**src/rtl/bcd_to_fnd_decoder.sv**
```systemverilog
// ---------------------------------------------------------------------------
// bcd_to_fnd_decoder
//
// Drives one 4-digit common-anode 7-segment (FND) display. A 4-bit value is
// turned into an active-low segment font, and a 2-bit digit index is turned
// into an active-low one-hot anode enable. Both outputs are registered, which
// gives one cycle of latency and no combinational path from inputs to pins.
// A shared enable blanks both paths together.
//
// Ports:
//   i_clk          system clock, rising-edge active
//   i_reset        synchronous reset, active-high; blanks the display
//   i_value        value for the selected digit, 0x0..0xF (hex glyphs A..F)
//   i_DigitSelect  digit index, 0 = rightmost, 3 = leftmost
//   i_En           display enable, active-high; 0 blanks the display
//   o_digit        anode enables, active-low, bit n low lights digit n
//   o_font         segment drives, active-low, order {dp,g,f,e,d,c,b,a}
// ---------------------------------------------------------------------------
module bcd_to_fnd_decoder (
    input  logic       i_clk,
    input  logic       i_reset,
    input  logic [3:0] i_value,
    input  logic [1:0] i_DigitSelect,
    input  logic       i_En,
    output logic [3:0] o_digit,
    output logic [7:0] o_font
);

    localparam logic [3:0] DIGIT_BLANK = 4'b1111;
    localparam logic [7:0] FONT_BLANK  = 8'hFF;

    // Segment pattern for one hex value. Bit 7 (decimal point) stays high,
    // i.e. off, in every glyph.
    function automatic logic [7:0] font_of(input logic [3:0] value);
        logic [7:0] font;
        case (value)
            4'h0:    font = 8'hC0;
            4'h1:    font = 8'hF9;
            4'h2:    font = 8'hA4;
            4'h3:    font = 8'hB0;
            4'h4:    font = 8'h99;
            4'h5:    font = 8'h92;
            4'h6:    font = 8'h82;
            4'h7:    font = 8'hF8;
            4'h8:    font = 8'h80;
            4'h9:    font = 8'h90;
            4'hA:    font = 8'h88;
            4'hB:    font = 8'h83;
            4'hC:    font = 8'hC6;
            4'hD:    font = 8'hA1;
            4'hE:    font = 8'h86;
            4'hF:    font = 8'h8E;
            default: font = FONT_BLANK;
        endcase
        return font;
    endfunction

    // Active-low one-hot anode enable for one digit index.
    function automatic logic [3:0] digit_of(input logic [1:0] sel);
        logic [3:0] digit;
        case (sel)
            2'b00:   digit = 4'b1110;
            2'b01:   digit = 4'b1101;
            2'b10:   digit = 4'b1011;
            2'b11:   digit = 4'b0111;
            default: digit = DIGIT_BLANK;
        endcase
        return digit;
    endfunction

    logic [7:0] font_s;
    logic [3:0] digit_s;
    logic [7:0] font_r;
    logic [3:0] digit_r;

    // Next output values: decoded glyph/anode when enabled, blank otherwise.
    always_comb begin
        font_s  = FONT_BLANK;
        digit_s = DIGIT_BLANK;
        if (i_En) begin
            font_s  = font_of(i_value);
            digit_s = digit_of(i_DigitSelect);
        end else begin
            font_s  = FONT_BLANK;
            digit_s = DIGIT_BLANK;
        end
    end

    // Output registers; reset takes priority over enable and data.
    always_ff @(posedge i_clk) begin
        if (i_reset) begin
            font_r  <= FONT_BLANK;
            digit_r <= DIGIT_BLANK;
        end else begin
            font_r  <= font_s;
            digit_r <= digit_s;
        end
    end

    assign o_font  = font_r;
    assign o_digit = digit_r;

endmodule

```
**config.mk**
```make
export PLATFORM = sky130hd
export DESIGN_NAME = bcd_to_fnd_decoder
export DESIGN_NICKNAME = d
export VERILOG_FILES = /design/src/rtl/bcd_to_fnd_decoder.sv
export SDC_FILE = /design/constraint.sdc
export NUM_CORES = 1
export LEC_CHECK = 0
export ABC_AREA = 0
export CORE_AREA = 2 2 39 41
export DETAILED_ROUTE_END_ITERATION = 7
export DIE_AREA = 0 0 41 43
export PLACE_DENSITY = 0.77
export SYNTH_ARGS = -nofsm -noshare
export SYNTH_HDL_FRONTEND = slang
export SYNTH_SLANG_ARGS = --single-unit
```
**constraint.sdc**
```tcl
create_clock -name i_clk -period 3.3 [get_ports i_clk]
set_input_delay 0.66 -clock i_clk [delete_from_list [all_inputs] [get_ports i_clk]]
set_output_delay 0.66 -clock i_clk [all_outputs]
set_load 0.01 [all_outputs]
```
==> metrics.txt <==
outcome completed; PortBufs 19; LEAKAGE 0.333 nW; fraction of registers with async set/reset 0; Hold Crit Depth 2; Worst Path Max Fanout 7; syn nets 69; total grt overflow 0; number of distinct library cells after synthesis 28; CTS tree yes; area of the multi-input gates 318 um^2; Synth area leader dfxtp_1; pin count of the biggest net entering global routing 15; sequential element share of the synthesized area 0.387; period utilization 0.643; Yosys top cell area share 0.387; Routed Antenna Nets 0; setup TNS 0 ns; dpl cell area 756 um^2; initial antenna violation count 0; fmax 0.471 GHz; post-CTS setup buffer count 0; die height 43 um; # hold bufs at CTS 0; PwrDens 370 nW/um^2; Slew Limit Fails 0; RD Place Congestion 0.791; placed cell count 85; first-pass GRT wire length 1710 um; mapped cell area 569 um^2; Synth Flop Type dfxtp_1; post-DR vias/cell 4.97; peak supply drop 156 uV; WL/cell 12.0 um; Worst EP arrival 2.27 ns; Final Setup Violations 0; Die ar. 1760 um^2; syn avg cell area 10.7 um^2; worst hold path type in2reg; die width 41 um; max-cap violation count 0; DR iter-0 viols 2; CP required 3.45 ns; Core Rows 14; Reg area 220 um^2; Mapped Cells 53; top cells by area, synth dfxtp_1 (39%), ha_1 (15%), mux2i_1 (5.3%), a221o_1 (3.5%), a32oi_1 (3.1%); final hold vios 0; P&R area growth vs syn 37.4%; number of synthesized flops with an enable pin 0; Crit Path Category in2reg; synth warn 0; most common cell in the netlist dfxtp_1; endpoint class of the critical path flip-flop; unrepaired setup endpoints after global routing no; Root Driver clkbuf_4; min cycle time layout 2.12 ns; First-pass DRT Iterations 4; DRC errors left 0; fin cells 89; CP Launch Type input pin; final instance area 782 um^2; Max H-tree Level 1; hold wc startpoint i_DigitSelect[0]; Starting Density 0.411; Layout Nets 90; Reg clk slew, reported paths 0.06 ns; post_cts resized 0; Tot GR Track Use 0.144; clk buf depth 2; CTS buffer count 3; share of post-route cells with drive strength above 1 0.0822; area of the core 1380 um^2; fill count 144; synth cell count leaders dfxtp_1 (11), ha_1 (7), mux2i_1 (3); Post-DP HPWL 855 um; Synth Register Bits 11; clk sink count 11; Layout Utilization 0.565; Antenna Diode Count 0; Hold Crit Endpoint o_digit[3]$_SDFF_PP1_; drt total wl 1070 um; io pins 21; Vias 442; vias in the first global route 424
==> per-stage QoR <==
step	hold slack (ns)	power (mW)	setup slack (ns)
4_1_cts	0.971	0.294	1.17
3_5_place_dp	1.24	0.202	0.889
2_1_floorplan	0.732	0.174	1.63
3_3_place_gp	1.24	0.201	0.951
5_1_grt	1.03	0.303	1.06
6_report	0.977	0.290	1.18
==> cells in the final DEF (no fill, tap or decap) <==
cell type        instances
conb_1                   1
nand2_1                  2
nor2_1                   1
clkbuf_1                 1
mux2_2                   1
nand2b_1                 2
inv_1                    2
clkbuf_4                 3
a32oi_1                  2
dfxtp_1                 11
clkdlybuf4s50_1         19
a311o_1                  1
nand3b_1                 2
nand3_1                  1
mux2_4                   1
nor3b_1                  1
nor3_1                   1
a211o_1                  1
mux2i_1                  3
or2_1                    1
nor2b_1                  2
and3b_1                  1
or3_1                    1
ha_1                     7
o211ai_1                 1
or3b_1                   1
and3_2                   1
a221o_1                  2
==> worst max path at each step <==
stage                     slack [ns]  cells past startpoint        from                    to
after floorplan                 1.63                      4  i_value[1]  o_font[1]$_SDFF_PP1_
after global placement          0.95                      5  i_value[0]  o_font[1]$_SDFF_PP1_
after detailed placement        0.89                      5  i_value[0]  o_font[1]$_SDFF_PP1_
after CTS                       1.17                      5  i_value[0]  o_font[1]$_SDFF_PP1_
after global routing            1.06                      5  i_value[0]  o_font[1]$_SDFF_PP1_
final                           1.18                      5  i_value[0]  o_font[1]$_SDFF_PP1_
==> final cells by class <==
| cell class | count | share of cell area |
|---|---|---|
| Sequential cell | 11 | 0.282 |
| Multi-Input combinational cell | 37 | 0.406 |
| Inverter | 2 | 0.00960 |
| Clock buffer | 4 | 0.0336 |
| Tap cell | 16 | 0.0256 |
| Timing Repair Buffer | 19 | 0.243 |
==> where the power goes <==
group          switching [mW]  internal, mW  total [mW]
Sequential            0.00161         0.139       0.141
Combinational          0.0255        0.0325      0.0580
Clock                  0.0439        0.0467      0.0906
==> cell families after synthesis <==
logic type | Yosys count | synth area share
simple gates | 17 | 0.187
flops | 11 | 0.387
compound gates | 7 | 0.112
fa+ha+maj | 7 | 0.154
buf+inv | 5 | 0.0549
mux | 5 | 0.0989
other cells | 1 | 0.00659
==> routing by layer <==
metal,vias to the layer above,part of all wire,global-route usage
li1,227,-,-
met1,199,0.44,0.177
met2,14,0.50,0.222
met3,2,0.044,0.0157
met4,0,0.013,0.100
met5,-,0,0
==> registers in the layout (all words and copies together) (netlist names) <==
| signal | cells |
|---|---|
| o_digit | 4 |
| o_font | 7 |
==> critical path, cell delays in order <==
cell and delay [ns]:
clkdlybuf4s50_1 0.58, inv_1 0.14, ha_1 0.30, or2_1 0.25, a311o_1 0.35
No activity file was read; power rests on OpenSTA's default activity.
